`src/rtl/meta_info_reader.sv`:
```
// Walks one NUL-terminated string out of the meta-info character ROM and streams it
// over a valid/ready interface, waiting SETTLE_CYCLES for the ROM before each sample.
module meta_info_reader #(
  parameter int SETTLE_CYCLES = 8,
  parameter int MAX_LEN       = 63
) (
  input  logic        clock,
  input  logic        reset,
  input  logic        req_valid,
  output logic        req_ready,
  input  logic [5:0]  req_proj,
  input  logic        abort,
  output logic [11:0] rom_addr,
  input  logic [7:0]  rom_data,
  output logic        out_valid,
  input  logic        out_ready,
  output logic [7:0]  out_char,
  output logic        out_last,
  output logic [5:0]  out_count,
  output logic        busy
);

  typedef enum logic [1:0] {S_IDLE, S_WAIT, S_EMIT, S_TERM} state_t;

  localparam logic [7:0] CNT_INIT = 8'(SETTLE_CYCLES - 1);
  localparam logic [5:0] LAST_CHR = 6'(MAX_LEN - 1);

  state_t     state;
  logic [5:0] proj_q;
  logic [5:0] chr_q;
  logic [7:0] cnt;

  assign req_ready = (state == S_IDLE) && !abort;
  assign out_valid = (state == S_EMIT) || (state == S_TERM);
  assign busy      = (state != S_IDLE);
  assign rom_addr  = {proj_q, chr_q};

  always_ff @(posedge clock or negedge reset) begin
    if (!reset) begin
      state     <= S_IDLE;
      proj_q    <= '0;
      chr_q     <= '0;
      cnt       <= '0;
      out_char  <= '0;
      out_last  <= 1'b0;
      out_count <= '0;
    end else if (abort) begin
      // A beat handshaking alongside abort is still counted as delivered.
      if (state != S_IDLE) begin
        if (out_valid && out_ready && !out_last)
          out_count <= out_count + 6'd1;
        out_last <= 1'b0;
        state    <= S_IDLE;
      end
    end else begin
      case (state)
        S_IDLE: begin
          if (req_valid) begin
            proj_q    <= req_proj;
            chr_q     <= '0;
            cnt       <= CNT_INIT;
            out_count <= '0;
            state     <= S_WAIT;
          end
        end
        S_WAIT: begin
          if (cnt == 8'd0) begin
            out_char <= rom_data;
            out_last <= (rom_data == 8'h00);
            state    <= S_EMIT;
          end else begin
            cnt <= cnt - 8'd1;
          end
        end
        S_EMIT: begin
          if (out_ready) begin
            if (out_last) begin
              state <= S_IDLE;
            end else begin
              out_count <= out_count + 6'd1;
              if (chr_q == LAST_CHR) begin
                // Length limit hit without a NUL: synthesize the terminator.
                out_char <= 8'h00;
                out_last <= 1'b1;
                state    <= S_TERM;
              end else begin
                chr_q <= chr_q + 6'd1;
                cnt   <= CNT_INIT;
                state <= S_WAIT;
              end
            end
          end
        end
        S_TERM: begin
          if (out_ready)
            state <= S_IDLE;
        end
        default: state <= S_IDLE;
      endcase
    end
  end

endmodule
```
`config.mk`:
```
export PLATFORM = sky130hd
export DESIGN_NAME = meta_info_reader
export DESIGN_NICKNAME = d
export VERILOG_FILES = /design/src/rtl/meta_info_reader.sv
export SDC_FILE = /design/constraint.sdc
export NUM_CORES = 1
export LEC_CHECK = 0
export BUFFER_PORTS_ARGS = -buffer_cell sky130_fd_sc_hd__buf_2
export CORE_AREA = 2 2 66 68
export CTS_CLUSTER_DIAMETER = 50
export CTS_CLUSTER_SIZE = 10
export DETAILED_ROUTE_END_ITERATION = 8
export DIE_AREA = 0 0 68 70
export GPL_ROUTABILITY_DRIVEN = 0
export PLACE_DENSITY = 0.8
export SYNTH_ARGS = -nofsm -noshare
export SYNTH_HDL_FRONTEND = slang
export SYNTH_SLANG_ARGS = --single-unit
```
`constraint.sdc`:
```
create_clock -name clock -period 2.55 [get_ports clock]
set_input_delay 0.51 -clock clock [delete_from_list [all_inputs] [get_ports clock]]
set_output_delay 0.51 -clock clock [all_outputs]
set_load 0.02 [all_outputs]
```
* Yosys cells after proc, flatten, opt, wreduce, memory -nomap -nowiden
Cells that the tools add are included.
** Operators by class
- Equality and inequality tests :: 18
- Mux-type cells :: 38
- Add/subtract/negate cells :: 3
- Bitwise logic cells :: 1
- Reduce and logical (&&, ||, !) cells :: 22
** Operators with widths (count)
- $mux W8 :: 9
- $mux W6 :: 9
- $pmux W6 S2 :: 2
- $pmux W8 S3 :: 1
- $reduce_and A6 Y1 :: 3
- $logic_not A8 Y1 :: 2
- $mux W2 :: 8
- $pmux W8 S2 :: 1
- $ne A3 B3 Y1 const B :: 5
- $add A6 B1 Y6 const B :: 2
- $ne A2 B2 Y1 const B :: 6
- $reduce_bool A3 Y1 :: 3
- $pmux W2 S4 :: 1
- $sub A8 B1 Y8 const B :: 1
- $reduce_and A7 Y1 :: 1
- $eq A6 B6 Y1 const B :: 1
- $mux W1 :: 6
- $ne A2 B1 Y1 const B :: 3
- $reduce_bool A2 Y1 :: 3
- $reduce_and A5 Y1 :: 1
- $eq A2 B2 Y1 const B :: 2
- $reduce_and A4 Y1 :: 1
- $logic_and A1 B1 Y1 :: 3
- $reduce_and A3 Y1 :: 1
- other kinds (6) :: 7
** Word-level totals
- Word-level logic and storage cells :: 89
- Register bits after elaboration :: 37
- Bits of input ports :: 19

* Logic depth before layout (Yosys ltp)
Gate-level depths: netlist of run 1.
- Depth in word-level cells :: 7
- Gate-level depth with buffers :: 6

* Worst setup path before layout of run 1
Ideal clock, no wire load.
- Path kind :: in2reg
- From :: input port abort
- To :: register out_count[2]
- Required time :: 2.431 ns
- Path buffers :: 2
- Arrival :: 1.896 ns
- Slack :: 0.535 ns
- Stages :: 5
- Path through :: buf_2 -> nor3_1 -> nand2_1 -> clkbuf_1 -> and2_1
** On the way
- Word-level cells in the longest chain between the ends :: 2
** RTL lines
- start: declaration :: line 12 : input logic abort,
- $ne A3 B3 Y1 (no line) (tied with other cells)
- $reduce_and A6 Y1 (no line)
- end signal: assignment :: line 51 : out_count <= out_count + 6'd1;
- end signal: assignment :: line 80 : out_count <= out_count + 6'd1;
- end: declaration :: line 19 : output logic [5:0] out_count,
Parallel ways exist; a longest one is shown, timed or not.
A chain may end at the register's enable or synchronous reset.

* Final worst setup path of run 1
- From :: register state[1]
- To :: register out_char[0]
** On the way
- Word-level cells in the longest chain between the ends :: 3
** RTL lines
- start: declaration :: line 28 : state_t state;
- start signal: assignment :: line 40 : state <= S_IDLE;
- start signal: assignment :: line 53 : state <= S_IDLE;
- start signal: assignment :: line 63 : state <= S_WAIT;
- $eq A2 B1 Y1 or $eq A2 B2 Y1 (tied branches) :: line 56 : case (state)
- $ne A2 B2 Y1 (no line) (tied with other cells)
- $reduce_and A6 Y1 (no line)
- end signal: assignment :: line 68 : out_char <= rom_data;
- end: declaration :: line 17 : output logic [7:0] out_char,
Parallel ways exist; a longest one is shown, timed or not.

==> results_dict.tcl, run 1 <==
set metrics [dict create \
    outcome "finished, final reports clean" \
    p_leak_nw 1.19 \
    portBuffers 48 \
    cts-htree-levels 2 \
    timing.slew.headroom_pct 44.9 \
    crit_arrival_ps 2390 \
    worstSetupStartpointType "register" \
    place_area_um2 2410 \
    ant_nets 0 \
    grt_max_degree 38 \
    root_buffer "clkbuf_8" \
    vias 1804 \
    wl_per_cell_um 14.0 \
    dieArea_um2 4760 \
    crit_type "register to register" \
    hold_class "input port to async pin" \
    numCtsBuffers 5 \
    syn_area_per_cell_um2 9.41 \
    ys_types 54 \
    synth_nets 250 \
    rows 24 \
    die_y_um 70 \
    final_cell_area_um2 2490 \
    fmax_mhz 459 \
    drt_iter0_drc 104 \
    powerDensity_nw_per_um2 1010 \
    whs_ps 304 \
    async_flop_share_pct 100 \
    antenna_found_initial 0 \
    rsz0062_at_grt "no" \
    endpoint_kind "register" \
    firstDrtPassIters 4 \
    yosys_warnings 0 \
    diodes 0 \
    ir_worst_vdd_uv 328 \
    path_clk_slew_ps 70 \
    fin_skew_ps 6.71 \
    cp.required_ps 2760 \
    clock-sinks 37 \
    yosys-top-cells-area "dfrtp_1 44%, nand2_1 7.4%, mux2i_1 5.6%" \
    fin_crit_ps 2180 \
    path_max_fanout 12 \
    crit_chain "nor2b_1 -> nand4_4 -> a221oi_4 -> mux2i_1" \
    fin_util_pct 60.2 \
    critPathBufInv 0 \
    grt_use_total_pct 21.2 \
    cap_violations 0 \
    core_area_um2 4140 \
    synth-edff-count 0 \
    cts_hold_buffers 0 \
    tns_ps 0 \
    report.power.total_mw 2.51 \
    yosys.area.top_type "dfrtp_1" \
    clk_path_buf_depth 2 \
    worst_slew_pin_slew_ps 827 \
    report.final.slew_viol_count 0 \
    post_cts_resized 0 \
    setup_viol 0 \
    start_util_pct 51.3 \
    grt_pass1_vias 1708 \
    overflow 0 \
    postSynthCellCount 226 \
    synth_top_area_share_pct 43.5 \
    layout_commonest_cell "buf_2" \
    dp_hpwl_mm 3.35 \
    critPathTopFamily "simple AND/OR/NAND/NOR gates" \
    cp_slowest_cell "a221oi_4" \
    syn_area_um2 2130 \
    tritoncts "built" \
    ys_seq_elements 37 \
    syn2layout_area_growth_pct 17.3 \
    via_per_inst 5.53 \
    final_layout_size_suffix_gt1_share_pct 25.2 \
    wl_mm 4.56 \
    fillers 372 \
    finalHoldViolCount 0 \
    die_w_um 68 \
    cts_setup_buffers 0 \
    synthFlopType "dfrtp_1" \
    fin_nets 298 \
    final_cell_mix "48 x buf_2, 42 x nand2_1, 37 x dfrtp_1, 15 x inv_1, 12 x mux2i_1" \
    grt_pass1_wl_mm 7.66 \
    clock_latency_ps 300 \
    drc 0 \
    timing.final.crit_share_pct 85.4 \
    ys_seq_area_share_pct 43.5 \
    ios 49 \
    cp_slowest_stage_delay_ps 580 \
]
==> cell type report <==
cell class                 instances  area [µm²]  share of cell area, %
tap                               52        65.1                   2.61
multi-input combinational        164        1100                   44.0
clock buffer                       7        86.3                   3.46
timing repair buffer              51         263                   10.5
sequential                        37         926                   37.1
inverter                          15        56.3                   2.26
==> path summary, 6_finish.rpt <==
| path | cells past startpoint | startpoint | slack [ps] | endpoint |
|---|---|---|---|---|
| setup / recovery | 4 | state[1]$_DFFE_PN0P_ | 370 | out_char[0]$_DFFE_PN0P_ |
| hold / removal | 1 | reset | 300 | proj_q[3]$_DFFE_PN0P_ |
| setup reg to reg | 4 | state[1]$_DFFE_PN0P_ | 370 | out_char[0]$_DFFE_PN0P_ |
| hold reg to reg | 2 | proj_q[5]$_DFFE_PN0P_ | 480 | proj_q[5]$_DFFE_PN0P_ |
| max in group asynchronous | 1 | reset | 1720 | cnt[3]$_DFFE_PN0P_ |
| min in group clock | 3 | req_proj[0] | 400 | proj_q[0]$_DFFE_PN0P_ |
==> sequential cells by signal, indices dropped and copies added, names as in the netlist <==
| name | count |
|---|---|
| cnt | 8 |
| out_last | 1 |
| chr_q | 6 |
| proj_q | 6 |
| out_count | 6 |
| state | 2 |
| out_char | 8 |
==> power breakdown <==
part,internal [mW],total [mW],switching [mW],leakage (nW)
Clock,0.214,0.421,0.206,0.0443
Combinational,0.435,1.13,0.699,0.679
Sequential,0.777,0.959,0.182,0.469
==> layer usage <==
metal | vias up | part of all wire [%] | GRT usage, %
met1 | 864 | 46 | 27.8
met3 | 10 | 4.1 | 5.80
met2 | 32 | 48 | 32.7
li1 | 898 | - | -
met4 | 0 | 2.1 | 8.44
met5 | - | 0 | 0
==> cell usage after synthesis, types with 5 or more instances <==
library cell,count
nand2_1,42
dfrtp_1,37
inv_1,15
mux2i_1,12
nand2b_1,8
nor2_1,8
nand3_1,7
o21ai_0,7
a31oi_1,6
a21oi_1,5
clkbuf_1,5
ha_1,5
==> logic make-up (layout without fill, tap and decap cells) <==
group,count (synthesis),in the layout,share of synthesized area (%)
AO/OA/AOI/OAI,49,49,17.5
buffers and inverters,25,73,4.82
adder cells (fa/ha/maj),5,5,2.94
multiplexers,13,13,6.18
AND/OR/NAND/NOR,96,96,24.6
XOR/XNOR,1,1,0.412
flip-flops,37,37,43.5
==> metrics by stage <==
| step | worst slack [ps] | instances |
|---|---|---|
| global route | 263 | 326 |
| CTS | 355 | 326 |
| finish | 371 | 326 |
| detailed placement | 357 | 319 |
| global placement | 467 | 319 |
| floorplan | 535 | 226 |
(Power assumes the default switching activity.)
==> run 2, diff against run 1 <==
--- a/config.mk
+++ b/config.mk
@@ -12,7 +12,7 @@
 export DETAILED_ROUTE_END_ITERATION = 8
 export DIE_AREA = 0 0 68 70
 export GPL_ROUTABILITY_DRIVEN = 0
-export PLACE_DENSITY = 0.8
+export PLACE_DENSITY = 0.78
 export SYNTH_ARGS = -nofsm -noshare
 export SYNTH_HDL_FRONTEND = slang
 export SYNTH_SLANG_ARGS = --single-unit
==> run 2 against run 1 <==
Against the previous run:
- combinational power about the same
- flip-flop and latch count unchanged
- non-clock buffer count stayed put
- sequential share of layout area decreased by 0.44 points
- hold slack gained 14 ps
- sequential power is 1% lower
- total power increased by 3.9%
- clock power up 24%
- clock skew is 2.5 ps lower
- setup slack improved by 200 ps
==> results_dict.tcl, run 2 (synthesis results as in run 1) <==
set metrics [dict create \
    outcome "finished, final reports clean" \
    seq_area_um2 926 \
    crit_chain "nor2b_1 -> nand4_4 -> a221oi_4 -> mux2i_1" \
    via_per_inst 5.50 \
    final_cell_area_um2 2520 \
    drt_iter0_drc 91 \
    setup_viol 0 \
    cp_slowest_cell "a221oi_4" \
    layout_commonest_cell "buf_2" \
    die_y_um 70 \
    grt_pass1_wl_mm 7.47 \
    die_w_um 68 \
    clock_latency_ps 280 \
    final_layout_size_suffix_gt1_share_pct 25.5 \
    rows 24 \
    cp.required_ps 2760 \
    ios 49 \
    wl_per_cell_um 13.5 \
    place_area_um2 2410 \
    clock-sinks 37 \
    fin_nets 298 \
    cts_setup_buffers 0 \
    clk_path_buf_depth 2 \
    portBuffers 48 \
    grt_max_degree 38 \
    path_max_fanout 8 \
    firstDrtPassIters 4 \
    timing.final.crit_share_pct 77.6 \
    cap_violations 0 \
    fin_skew_ps 4.25 \
    crit_type "register to register" \
    hold_class "input port to async pin" \
    p_leak_nw 1.21 \
    diodes 0 \
    tritoncts "built" \
    fin_crit_ps 1980 \
    multi_input_area_um2 1100 \
    start_util_pct 51.3 \
    timing.slew.headroom_pct 45.4 \
    ant_nets 0 \
    critPathBufInv 0 \
    post_cts_resized 0 \
    endpoint_kind "register" \
    crit_arrival_ps 2190 \
    drc 0 \
    dieArea_um2 4760 \
    rsz0062_at_grt "no" \
    worst_slew_pin_slew_ps 819 \
    final_cell_mix "48 x buf_2, 42 x nand2_1, 37 x dfrtp_1, 15 x inv_1, 12 x mux2i_1" \
    fmax_mhz 505 \
    tns_ps 0 \
    powerDensity_nw_per_um2 1030 \
    syn2layout_area_growth_pct 18.7 \
    core_area_um2 4140 \
    grt_pass1_vias 1698 \
    path_clk_slew_ps 70 \
    report.final.slew_viol_count 0 \
    numCtsBuffers 5 \
    root_buffer "clkbuf_8" \
    whs_ps 319 \
    worstSetupStartpointType "register" \
    antenna_found_initial 0 \
    critPathTopFamily "simple AND/OR/NAND/NOR gates" \
    r2r_setup_slack_ps 570 \
    ir_worst_vdd_uv 391 \
    dp_hpwl_mm 3.18 \
    cp_slowest_stage_delay_ps 570 \
    wl_mm 4.41 \
    grt_use_total_pct 20.1 \
    vias 1800 \
    fillers 368 \
    cts_hold_buffers 0 \
    reg_top3 "cnt x8, out_char x8" \
    cts-htree-levels 2 \
    finalHoldViolCount 0 \
    overflow 0 \
]
[run 2: cell count changes in the layout (fill, tap and decap cells not counted), sizes merged]
| cell | previous run | this run |
|---|---|---|
| bufinv | 0 | 1 |
[run 2: worst paths after layout]
| kind | end | depth (start not counted) | start |
|---|---|---|---|
| max | out_char[3]$_DFFE_PN0P_ | 4 | state[0]$_DFFE_PN0P_ |
| min | cnt[3]$_DFFE_PN0P_ | 1 | reset |
| max reg2reg | out_char[3]$_DFFE_PN0P_ | 4 | state[0]$_DFFE_PN0P_ |
| min reg2reg | proj_q[1]$_DFFE_PN0P_ | 2 | proj_q[1]$_DFFE_PN0P_ |
| max in group asynchronous | proj_q[5]$_DFFE_PN0P_ | 1 | reset |
| min in group clock | proj_q[2]$_DFFE_PN0P_ | 3 | req_proj[2] |
[run 2: where the power goes]
part	internal, mW	total (mW)	leakage [nW]	switching, mW
clock	0.319	0.520	0.0585	0.201
sequential	0.777	0.948	0.469	0.171
combinational	0.436	1.14	0.679	0.708
total	1.53	2.61	1.21	1.08
[run 2: stage by stage]
step | power [mW] | std cells | utilization [%] | setup WS [ps]
after floorplan | 1.78 | 226 | - | 535
after global placement | 2.07 | 319 | 58.1 | 634
after detailed placement | 2.10 | 319 | 58.1 | 570
after CTS | 2.63 | 327 | 60.9 | 569
after global routing | 2.81 | 327 | 60.9 | 420
final | 2.61 | 327 | 60.9 | 570
[run 2: layout make-up]
cell class                 count  area share (%)
clock buffer                   7            3.42
multi-input combinational    164            43.5
tap                           52            2.58
sequential                    37            36.7
clock inverter                 1            1.19
timing repair buffer          51            10.4
inverter                      15            2.23
[run 2: metal layers]
| metal | wire length (µm) | GRT usage (%) | vias up |
|---|---|---|---|
| li1 | - | - | 901 |
| met1 | 2120 | 27.5 | 841 |
| met2 | 2010 | 31.3 | 50 |
| met3 | 222 | 5.64 | 8 |
| met4 | 63 | 5.11 | 0 |
| met5 | 0 | 0 | - |
